File: config.mk
export PLATFORM = sky130hd
export DESIGN_NAME = trap_controller
export DESIGN_NICKNAME = d
export VERILOG_FILES = /design/src/rtl/trap_controller.sv
export SDC_FILE = /design/constraint.sdc
export NUM_CORES = 1
export LEC_CHECK = 0
export ABC_AREA = 0
export CAP_MARGIN = 0
export CORE_ASPECT_RATIO = 1.1
export CORE_UTILIZATION = 33
export DETAILED_ROUTE_END_ITERATION = 10
export GPL_TIMING_DRIVEN = 0
export PLACE_DENSITY = 0.89
export SLEW_MARGIN = 20
export SYNTH_ARGS = -nofsm -noshare
export SYNTH_HDL_FRONTEND = slang
export SYNTH_SLANG_ARGS = --single-unit
File: constraint.sdc
create_clock -name clk -period 4.7 [get_ports clk]
set_input_delay 0.47 -clock clk [delete_from_list [all_inputs] [get_ports clk]]
set_output_delay 0.47 -clock clk [all_outputs]
set_load 0.02 [all_outputs]
File: src/rtl/trap_controller.sv
// Trap entry/exit sequencer: arbitrates an illegal-instruction exception against
// four round-robin interrupts and pulses the CSR/PC controls for entry and mret.
module trap_controller #(
    parameter int IRQ_BASE = 16
) (
    input  logic        clk,
    input  logic        rst_n,
    input  logic [3:0]  irq_i,
    input  logic [31:0] mie_i,
    input  logic        exc_i,
    input  logic        mret_i,
    input  logic        instr_valid_i,
    output logic [2:0]  csr_op_o,
    output logic [31:0] mcause_o,
    output logic        trap_o,
    output logic        mret_o,
    output logic [3:0]  irq_ack_o,
    output logic        busy_o
);

    typedef enum logic [1:0] {IDLE, ENTRY, HANDLER, EXIT} state_e;

    localparam logic [31:0] EXC_CAUSE = 32'd2;
    localparam logic [2:0]  OP_TRAP   = 3'b100;

    state_e      state_q, state_d;
    logic [1:0]  rr_ptr_q, rr_ptr_d;
    logic [31:0] mcause_q, mcause_d;
    logic [3:0]  ack_q, ack_d;

    logic [3:0]  pending;
    logic        grant_vld;
    logic [1:0]  grant_idx;

    // Only the four enable bits for our sources matter; the rest of mie is ignored.
    logic [31:0] mie_unused_bits;
    logic        unused_mie;
    assign mie_unused_bits = mie_i & ~(32'hF << IRQ_BASE);
    assign unused_mie      = ^mie_unused_bits;

    // Scan downward so the source closest at-or-after rr_ptr is written last and wins.
    always_comb begin
        pending   = irq_i & mie_i[IRQ_BASE +: 4];
        grant_vld = 1'b0;
        grant_idx = rr_ptr_q;
        for (int i = 3; i >= 0; i--) begin
            if (pending[rr_ptr_q + 2'(i)]) begin
                grant_vld = 1'b1;
                grant_idx = rr_ptr_q + 2'(i);
            end
        end
    end

    // NOTE: every *_d gets a default before the case so no path leaves it unassigned (no latches).
    always_comb begin
        state_d  = state_q;
        rr_ptr_d = rr_ptr_q;
        mcause_d = mcause_q;
        ack_d    = ack_q;
        case (state_q)
            IDLE: begin
                if (instr_valid_i && exc_i) begin
                    state_d  = ENTRY;
                    mcause_d = EXC_CAUSE;
                    ack_d    = 4'b0000;
                end else if (instr_valid_i && grant_vld) begin
                    state_d  = ENTRY;
                    mcause_d = {1'b1, 26'b0, 5'(IRQ_BASE) + {3'b000, grant_idx}};
                    ack_d    = 4'b0001 << grant_idx;
                    rr_ptr_d = grant_idx + 2'd1;
                end
            end
            ENTRY: state_d = HANDLER;
            HANDLER: begin
                if (instr_valid_i && exc_i) begin
                    state_d  = ENTRY;
                    mcause_d = EXC_CAUSE;
                    ack_d    = 4'b0000;
                end else if (mret_i) begin
                    state_d = EXIT;
                end
            end
            EXIT:    state_d = IDLE;
            default: state_d = IDLE;
        endcase
    end

    // NOTE: sequential state uses non-blocking assignments; reset is asynchronous and active-low.
    always_ff @(posedge clk or negedge rst_n) begin
        if (!rst_n) begin
            state_q  <= IDLE;
            rr_ptr_q <= 2'd0;
            mcause_q <= 32'd0;
            ack_q    <= 4'b0000;
        end else begin
            state_q  <= state_d;
            rr_ptr_q <= rr_ptr_d;
            mcause_q <= mcause_d;
            ack_q    <= ack_d;
        end
    end

    assign csr_op_o  = (state_q == ENTRY) ? OP_TRAP : 3'b000;
    assign trap_o    = (state_q == ENTRY);
    assign irq_ack_o = (state_q == ENTRY) ? ack_q : 4'b0000;
    assign mret_o    = (state_q == EXIT);
    assign busy_o    = (state_q != IDLE);
    assign mcause_o  = mcause_q;

endmodule

==> metrics, run 1 <==
run status finished clean; Resize count post-CTS 0; area growth from synthesis to layout 45.5%; fmax 422 MHz; Max transition margin 32.4%; most common cell after layout, fill and taps aside sky130_fd_sc_hd__buf_4; final weighted congestion in routability-driven placement just over 0.7; Bufs and invs on worst path 1; final WL 1.72 mm; fraction of layout instances using a drive strength above 1 24.4%; launch point of the critical path state_q[1]$_DFFE_PN0P_; fin nets 206; count of distinct cell types in the synthesized netlist 29; clock buffer count from CTS 3; #FFs+latches synth 11; number of violations of the max-capacitance limit 0; die width approximately 52 microns; share of flip-flops with an asynchronous set or reset 100%; share of the synthesized area in the top cell type between 30% and 40%; post-route ant nets 0; number of rows created at floorplan 19; maximum number of pins on one net before global-route repair 12; critical path peak fanout 7; total routing usage reported by global routing 12.8%; RSZ-0062 raised after global routing no; CP cell instances nor2b_1 > and2_1 > clkdlybuf4s50_1; mean area per synthesized cell 8.52 sq um; highest-delay cell along the critical path sky130_fd_sc_hd__clkdlybuf4s50_1; startpoint of the lowest-slack hold path ack_q[2]$_DFFE_PN0P_; utilization after layout 51.7%; initial antenna violation count 0; highest ir drop seen on vdd 0.000270 V; post-route clock period utilization roughly 50%; final setup violating endpoints 0; full die area 2980 sq um; final sum of negative setup slack 0 ns; I/O pin cnt 83; R2R setup slack 2.74 ns; post-layout total power 517 uW; Core ar. ~2600 sq um; ANT cells 0; post-detailed-route DRC marker count 0; CTS Buffer Depth 2; Synth area leader sky130_fd_sc_hd__dfrtp_1; min setup slack post-route 2.33 ns; cts-stage hold buffer count 0; required time worst endpoint approximately 4.2 ns; category of the worst setup path launch point flip-flop; max-slew violation count 0; final critical delay including setup and external delays between 2 and 2.5 ns; final count of hold timing violations 0; clock skew after layout 0.00432 ns; wire length per cell after detailed routing roughly 8.8 microns; via count of the first global-routing pass between 700 and 800; biggest cell delay along the critical path 0.60 ns; clock insertion delay at the later pin of the skew report 0.26 ns; data arrival at the endpoint of the critical path 1.90 ns; power density cells 390 nW/um^2; min-delay worst type flip-flop to flip-flop; warnings from Yosys 0; EDFF count, synth 0; H-tree levels 1; cell area after technology mapping 912 sq um; post-CTS setup buffer count 0; iteration-0 DRC count of the detailed router 8; Die Height about 57 microns; Worst Max-Slew Pin Slew 1.01 ns; vias after detailed routing 823; commonest cells after routing, fill and taps aside sky130_fd_sc_hd__buf_4 (32), sky130_fd_sc_hd__conb_1 (30), sky130_fd_sc_hd__clkdlybuf4s50_1 (24), sky130_fd_sc_hd__nand2_1 (13), sky130_fd_sc_hd__dfrtp_1 (11); CP top delay family buffers and inverters; dominant register cell in the synthesized netlist sky130_fd_sc_hd__dfrtp_1; wire length of the first global-routing pass 2.89 mm; CTS tree built; GRT overflow 0; clock sink count 11; dpl hpwl 1.42 mm; cell types occupying the most area after synthesis sky130_fd_sc_hd__dfrtp_1 (30%), sky130_fd_sc_hd__buf_4 (26%), sky130_fd_sc_hd__nand2_1 (5.3%); worst flop-to-flop path startpoint rr_ptr_q[1]$_DFFE_PN0P_; sequential element share of the synthesized area 30.2%; number of buffers added on ports 24; critical path capture point type output pin; Reg clk slew, reported paths 0.07 ns; worst-case setup slack after placement approximately 2.1 ns; initial cell density of the core approximately 36%; clock root buffer sky130_fd_sc_hd__clkbuf_4; Initial DRT Pass Iterations 5; Mapped Cells 107; leakage dissipation around 0.0007 uW; critical path type flip-flop to output pin; per-cell via count in the routed design 4.22
==> metal layers <==
metal	up-vias	global-route usage [%]	routed length (microns)
li1	422	-	-
met1	371	14.8	704
met2	28	21.6	889
met3	2	4.27	112
met4	0	4.63	11
met5	-	0	0
==> path summary, 6_finish.rpt <==
kind	end	depth (start not counted)
setup / recovery	irq_ack_o[1]	3
hold / removal	ack_q[2]$_DFFE_PN0P_	2
setup reg to reg	ack_q[0]$_DFFE_PN0P_	5
hold reg to reg	ack_q[2]$_DFFE_PN0P_	2
max in group asynchronous	ack_q[3]$_DFFE_PN0P_	1
min in group asynchronous	rr_ptr_q[1]$_DFFE_PN0P_	1
==> state kept, by name, summed over array words and instances (netlist names) <==
| signal | cells |
|---|---|
| rr_ptr_q | 2 |
| state_q | 2 |
| ack_q | 4 |
| mcause_o | 3 |
==> per-stage QoR <==
stage	cell area, sq um	hold WS (ns)	instances
final	1330	0.479	195
after global routing	1330	0.530	195
after CTS	1330	0.479	195
after detailed placement	1300	0.463	191
after global placement	1300	0.454	191
after floorplan	1020	0.174	136
==> final cells by class <==
class	count	area, sq um
plain buffers	33	245
clock buffers	3	22.5
clock inverters	1	5.00
fillers	253	1240
inverters	2	7.51
multi-input cells	90	493
flip-flops and latches	11	275
well taps	31	38.8
repair buffers	24	240
==> cells in the mapped netlist, types with 2 or more instances <==
master,n
sky130_fd_sc_hd__mux2i_1,2
sky130_fd_sc_hd__a32o_1,2
sky130_fd_sc_hd__nand2b_1,3
sky130_fd_sc_hd__nor2b_1,3
sky130_fd_sc_hd__buf_4,32
sky130_fd_sc_hd__dfrtp_1,11
sky130_fd_sc_hd__o22ai_1,2
sky130_fd_sc_hd__a21oi_1,3
sky130_fd_sc_hd__a22oi_1,4
sky130_fd_sc_hd__inv_1,2
sky130_fd_sc_hd__nand2_1,13
sky130_fd_sc_hd__o21ai_0,4
sky130_fd_sc_hd__o2bb2ai_1,2
sky130_fd_sc_hd__and2_1,7
sky130_fd_sc_hd__nor2_1,2
sky130_fd_sc_hd__o21a_1,2
==> worst reg2reg max path, cell delays in order (launching register included) <==
cell and delay, ns:
sky130_fd_sc_hd__dfrtp_1 0.32, sky130_fd_sc_hd__buf_2 0.17, sky130_fd_sc_hd__o2bb2ai_1 0.07, sky130_fd_sc_hd__a222oi_1 0.89
sky130_fd_sc_hd__inv_1 0.11, sky130_fd_sc_hd__a32o_1 0.29
==> kinds of logic (layout without fill, tap and decap cells) <==
logic type      Yosys count  count (layout)  share of synthesized area (%)
flops                    11              11                           30.2
other cells               1              30                          0.411
mux                       2               2                           2.19
buf+inv                  35              63                           27.7
simple gates             31              31                           17.3
compound gates           27              27                           22.2
==> power breakdown <==
group | total, uW | leakage [uW] | internal (uW) | switching (uW)
Clock | 62.4 | 0.0000177 | 31.4 | 31.0
Sequential | 159 | 0.000139 | 130 | 29.4
Combinational | 295 | 0.000526 | 145 | 151
Total | 517 | 0.000683 | 306 | 211
(Power assumes the default switching activity.)
==> run 2: changes to the inputs <==
- CORE_UTILIZATION: 33 -> 31
- PLACE_DENSITY: 0.89 -> 0.85
- clock period: 4.7 -> 2.4 ns (I/O delays scaled with it)
==> metrics, run 2 (synthesis gave the netlist of run 1 again) <==
cts-stage hold buffer count 0; Reg with most FFs ack_q; clock sink count 11; fraction of layout instances using a drive strength above 1 23.8%; Reg clk slew, reported paths around 0.07 ns; wire length per cell after detailed routing 8.29 microns; RSZ-0062 raised after global routing no; H-tree levels 1; number of standard cells in the final layout excluding fillers 197; min-delay worst type input port to asynchronous set/reset pin; footprint of the multi-input gates 493 sq um; die width 53.7 microns; CTS tree built; initial cell density of the core 32.8%; max-slew violation count 0; initial antenna violation count 0; run status finished clean; commonest cells after routing, fill and taps aside sky130_fd_sc_hd__buf_4 (32), sky130_fd_sc_hd__conb_1 (30), sky130_fd_sc_hd__clkdlybuf4s50_1 (24), sky130_fd_sc_hd__nand2_1 (13), sky130_fd_sc_hd__dfrtp_1 (11); post-route clock period utilization 87.8%; post-CTS setup buffer count 0; CTS Buffer Depth 2; data arrival at the endpoint of the critical path approximately 2.3 ns; area used by sequential logic in the layout about 280 sq um; critical path peak fanout 6; post-detailed-route DRC marker count 0; fin nets 206; number of violations of the max-capacitance limit 0; leakage dissipation 0.000680 uW; number of buffers added on ports 24; area growth from synthesis to layout 45.7%; clock insertion delay at the later pin of the skew report 0.26 ns; final critical delay including setup and external delays between 2 and 2.5 ns; Max transition margin 31.3%; per-cell via count in the routed design about 4.1; full die area roughly 3200 sq um; required time worst endpoint 2.55 ns; number of placed instances with taps included roughly 190; launch point of the critical path mie_i[17]; fmax 475 MHz; maximum number of pins on one net before global-route repair 12; clock skew after layout ~0.0025 ns; iteration-0 DRC count of the detailed router 32; power density cells around 760 nW/um^2; category of the worst setup path launch point input port; clock root buffer sky130_fd_sc_hd__clkbuf_4; utilization after layout 47.8%; post-route ant nets 0; Initial DRT Pass Iterations 4; worst flop-to-flop path startpoint rr_ptr_q[1]$_DFFE_PN0P_; wire length of the first global-routing pass 2.71 mm; final WL 1.63 mm; I/O pin cnt 83; final weighted congestion in routability-driven placement 0.770; critical path capture point type flip-flop; final sum of negative setup slack 0 ns; fillers 282; ANT cells 0; GRT overflow 0; Die Height 58.9 microns; final setup violating endpoints 0; Worst Max-Slew Pin Slew 1.03 ns; total routing usage reported by global routing 11.3%; via count of the first global-routing pass 694; clock buffer count from CTS 3; final count of hold timing violations 0; Core ar. ~2800 sq um; critical path type input port to flip-flop; most common cell after layout, fill and taps aside sky130_fd_sc_hd__buf_4; vias after detailed routing 805; dpl hpwl 1.35 mm; number of flip-flops under the largest register name 4; depth of the worst register-to-register path 5; Resize count post-CTS 0; number of rows created at floorplan 20; highest ir drop seen on vdd 0.000464 V
run 2: cell types whose count changed in the layout (fill, tap and decap cells not counted), sizes merged:
cell / previous run / this run
clkbuf: 3 / 4
clkinv: 1 / 0
run 2: final cells by class:
class	instances	share of cell area [%]
flip-flops and latches	11	20.7
repair buffers	24	18.1
well taps	33	3.11
plain buffers	33	18.5
inverters	2	0.565
clock buffers	4	1.98
multi-input cells	90	37.1
run 2: where the power goes:
part           switching, uW  internal [uW]
clock network           57.2           64.2
logic                    292            283
registers               58.9            255
run 2: worst paths after layout:
path / to / slack, ns
worst min register to register: ack_q[2]$_DFFE_PN0P_ / 0.47
worst max-delay path: ack_q[0]$_DFFE_PN0P_ / 0.29
min in group clk: ack_q[2]$_DFFE_PN0P_ / 0.47
max in group asynchronous: rr_ptr_q[0]$_DFFE_PN0P_ / 1.79
worst min-delay path: ack_q[2]$_DFFE_PN0P_ / 0.30
worst max register to register: ack_q[0]$_DFFE_PN0P_ / 0.42
run 2: critical path, stage by stage:
cell and delay [ns]:
sky130_fd_sc_hd__clkdlybuf4s50_1 0.51, sky130_fd_sc_hd__nand2_2 0.09, sky130_fd_sc_hd__o2bb2ai_1 0.12, sky130_fd_sc_hd__a222oi_1 0.90
sky130_fd_sc_hd__inv_1 0.09, sky130_fd_sc_hd__a32o_1 0.29
run 2: routing by layer:
layer / vias up / wire [microns] / track usage (%)
li1: 423 / - / -
met1: 341 / 685 / 13.2
met2: 41 / 808 / 19.6
met3: 0 / 139 / 1.81
met4: 0 / 0 / 5.26
met5: - / 0 / 0
run 2: metrics by stage:
stage | total power, uW | worst slack [ns] | hold WS (ns) | area, sq um
after floorplan | 695 | 0.704 | -0.0556 | 1020
after CTS | 1020 | 0.284 | 0.305 | 1330
after detailed placement | 895 | 0.0488 | 0.464 | 1300
after global routing | 1090 | 0.152 | 0.312 | 1330
after global placement | 885 | 0.0459 | 0.455 | 1300
final | 1010 | 0.293 | 0.297 | 1330
==> run 3: changes to the inputs <==
- ABC_AREA: 0 -> 1
- CORE_UTILIZATION: 31 -> 34
==> metrics, run 3 <==
Worst path depth 5; total routing usage reported by global routing a little under an eighth; Bufs and invs on worst path 3; final setup violating endpoints 0; worst setup path end irq_ack_o[3]; final weighted congestion in routability-driven placement 0.780; fraction of layout instances using a drive strength above 1 32.4%; fmax 478 MHz; post-route clock period utilization 87.1%; Initial DRT Pass Iterations 4; worst flop-to-flop path startpoint rr_ptr_q[0]$_DFFE_PN0P_; Core ar. 3050 sq um; depth of the worst register-to-register path 13; Reg clk slew, reported paths ~0.070 ns; leakage dissipation about 0.00085 uW; count of distinct cell types in the synthesized netlist 22; number of flip-flops under the largest register name 4; wire length of the first global-routing pass 3.17 mm; wire length per cell after detailed routing around 8 microns; #FFs+latches synth 11; H-tree levels 1; GRT overflow 0; cts-stage hold buffer count 0; CP top delay family buffers and inverters; final count of hold timing violations 0; Resize count post-CTS 0; share of flip-flops with an asynchronous set or reset 100%; initial cell density of the core 36.0%; clock buffer count from CTS 3; utilization after layout 49.8%; worst hold-check slack 0.289 ns; ANT cells 0; final sum of negative setup slack 0 ns; biggest cell delay along the critical path just over 0.6 ns; post-CTS setup buffer count 0; number of buffers added on ports 24; CTS tree built; via count of the first global-routing pass 778; maximum number of pins on one net before global-route repair 12; area growth from synthesis to layout 38.0%; final critical delay including setup and external delays 2.09 ns; max-slew violation count 0; sequential element share of the synthesized area 25.1%; critical path type flip-flop to output pin; worst-case setup slack after placement 0.600 ns; R2R setup slack 0.89 ns; clock sink count 11; CTS Buffer Depth 2; vias after detailed routing 931; number of rows created at floorplan 21; clock insertion delay at the later pin of the skew report 0.28 ns; share of the synthesized area in the top cell type around a quarter; required time worst endpoint 2.16 ns; post-route ant nets 0; warnings from Yosys 0; I/O pin cnt 83; highest-delay cell along the critical path sky130_fd_sc_hd__clkdlybuf4s50_1; Worst R2R End rr_ptr_q[1]$_DFFE_PN0P_; EDFF count, synth 0; commonest cells after routing, fill and taps aside sky130_fd_sc_hd__nand2_1 (39), sky130_fd_sc_hd__buf_4 (32), sky130_fd_sc_hd__conb_1 (30), sky130_fd_sc_hd__clkdlybuf4s50_1 (24); post-layout total power 1600 uW; full die area 3460 sq um; Synth area leader sky130_fd_sc_hd__dfrtp_1; post-detailed-route DRC marker count 0; most common cell after layout, fill and taps aside sky130_fd_sc_hd__nand2_1; cell types occupying the most area after synthesis sky130_fd_sc_hd__dfrtp_1 (25%), sky130_fd_sc_hd__buf_4 (22%), sky130_fd_sc_hd__nand2_1 (13%); data arrival at the endpoint of the critical path 1.85 ns; number of violations of the max-capacitance limit 0; critical path capture point type output pin; fillers 303; dominant register cell in the synthesized netlist sky130_fd_sc_hd__dfrtp_1; min-delay worst type input port to asynchronous set/reset pin; min setup slack post-route approximately 0.31 ns; Die Height slightly above 60 microns; list of most frequent post-synthesis cells sky130_fd_sc_hd__nand2_1 (39), sky130_fd_sc_hd__buf_4 (32), sky130_fd_sc_hd__inv_1 (14), sky130_fd_sc_hd__nand2_2 (14), sky130_fd_sc_hd__dfrtp_1 (11); top-count cell post-synth sky130_fd_sc_hd__nand2_1; category of the worst setup path launch point flip-flop; final WL 1.90 mm; fin nets around 250; critical path peak fanout 6; clock skew after layout 0.00418 ns; per-cell via count in the routed design roughly 3.9; clock root buffer sky130_fd_sc_hd__clkbuf_4; Mapped Cells 150; power density cells 1060 nW/um^2; run status finished clean; mean area per synthesized cell 7.32 sq um; dpl hpwl 1.63 mm; initial antenna violation count 0; Reg with most FFs ack_q; RSZ-0062 raised after global routing no; launch point of the critical path state_q[0]$_DFFE_PN0P_; die width 56.2 microns; CP cell instances inv_1 > nor2_1 > inv_1 > nor2_1 > clkdlybuf4s50_1; highest ir drop seen on vdd between 0.0006 and 0.0007 V; iteration-0 DRC count of the detailed router 19; cell area after technology mapping 1100 sq um
run 3: cell count changes after synthesis, moves of 4 or more:
cell,delta
sky130_fd_sc_hd__inv_1,+12
sky130_fd_sc_hd__nand2_1,+26
sky130_fd_sc_hd__nand3_1,+10
sky130_fd_sc_hd__nor2_1,+5
sky130_fd_sc_hd__nand2_2,+13
sky130_fd_sc_hd__a22oi_1,-4
sky130_fd_sc_hd__and2_1,-7
run 3: layout make-up:
| cell class | count | area, sq um | area share [%] |
|---|---|---|---|
| Sequential cell | 11 | 275 | 18.2 |
| Multi-Input combinational cell | 117 | 608 | 40.1 |
| Tap cell | 34 | 42.5 | 2.81 |
| Inverter | 18 | 72.6 | 4.79 |
| Clock buffer | 4 | 26.3 | 1.73 |
| Buffer | 33 | 251 | 16.6 |
| Timing Repair Buffer | 24 | 240 | 15.8 |
run 3: through the flow:
stage | cells | instance area, sq um
after detailed placement | 237 | 1490
after CTS | 241 | 1520
after global routing | 241 | 1520
after floorplan | 179 | 1210
after global placement | 237 | 1490
final | 241 | 1520
run 3: worst min path at each step:
stage	start	endpoint	slack, ns	cells after the start
6_report	rst_n	mcause_o[1]$_DFFE_PN0P_	0.29	1
3_5_place_dp	state_q[0]$_DFFE_PN0P_	state_q[0]$_DFFE_PN0P_	0.44	1
5_1_grt	rst_n	state_q[0]$_DFFE_PN0P_	0.33	1
2_1_floorplan	rst_n	ack_q[0]$_DFFE_PN0P_	-0.06	0
4_1_cts	rst_n	state_q[0]$_DFFE_PN0P_	0.31	1
3_3_place_gp	state_q[0]$_DFFE_PN0P_	state_q[0]$_DFFE_PN0P_	0.44	1
run 3: worst reg2reg max path, delay by kind of cell (launching register included):
kind	cells	cell delay, ns
flip-flops	1	0.37
buffers and inverters	2	0.23
AND/OR/NAND/NOR	11	0.79
run 3: cell families after synthesis:
family / Yosys count / synth area share [%]
and+or+nand+nor: 79 / 39.2
buffers and inverters: 51 / 29.5
DFF: 11 / 25.1
AOI/OAI and AO/OA: 8 / 5.92
other: 1 / 0.341
run 3: per-layer routing:
metal	up-vias	track usage, %	share of wire (%)
li1	509	-	-
met1	390	13.3	42
met2	28	21.6	51
met3	4	2.31	5.1
met4	0	4.18	1.5
met5	-	0	0
run 3: power breakdown:
part,internal (uW),switching [uW],total [uW],leakage (uW)
logic,461,688,1150,0.000691
registers,268,56.3,325,0.000139
clock network,64.5,65.9,130,0.0000150
total,794,810,1600,0.000845
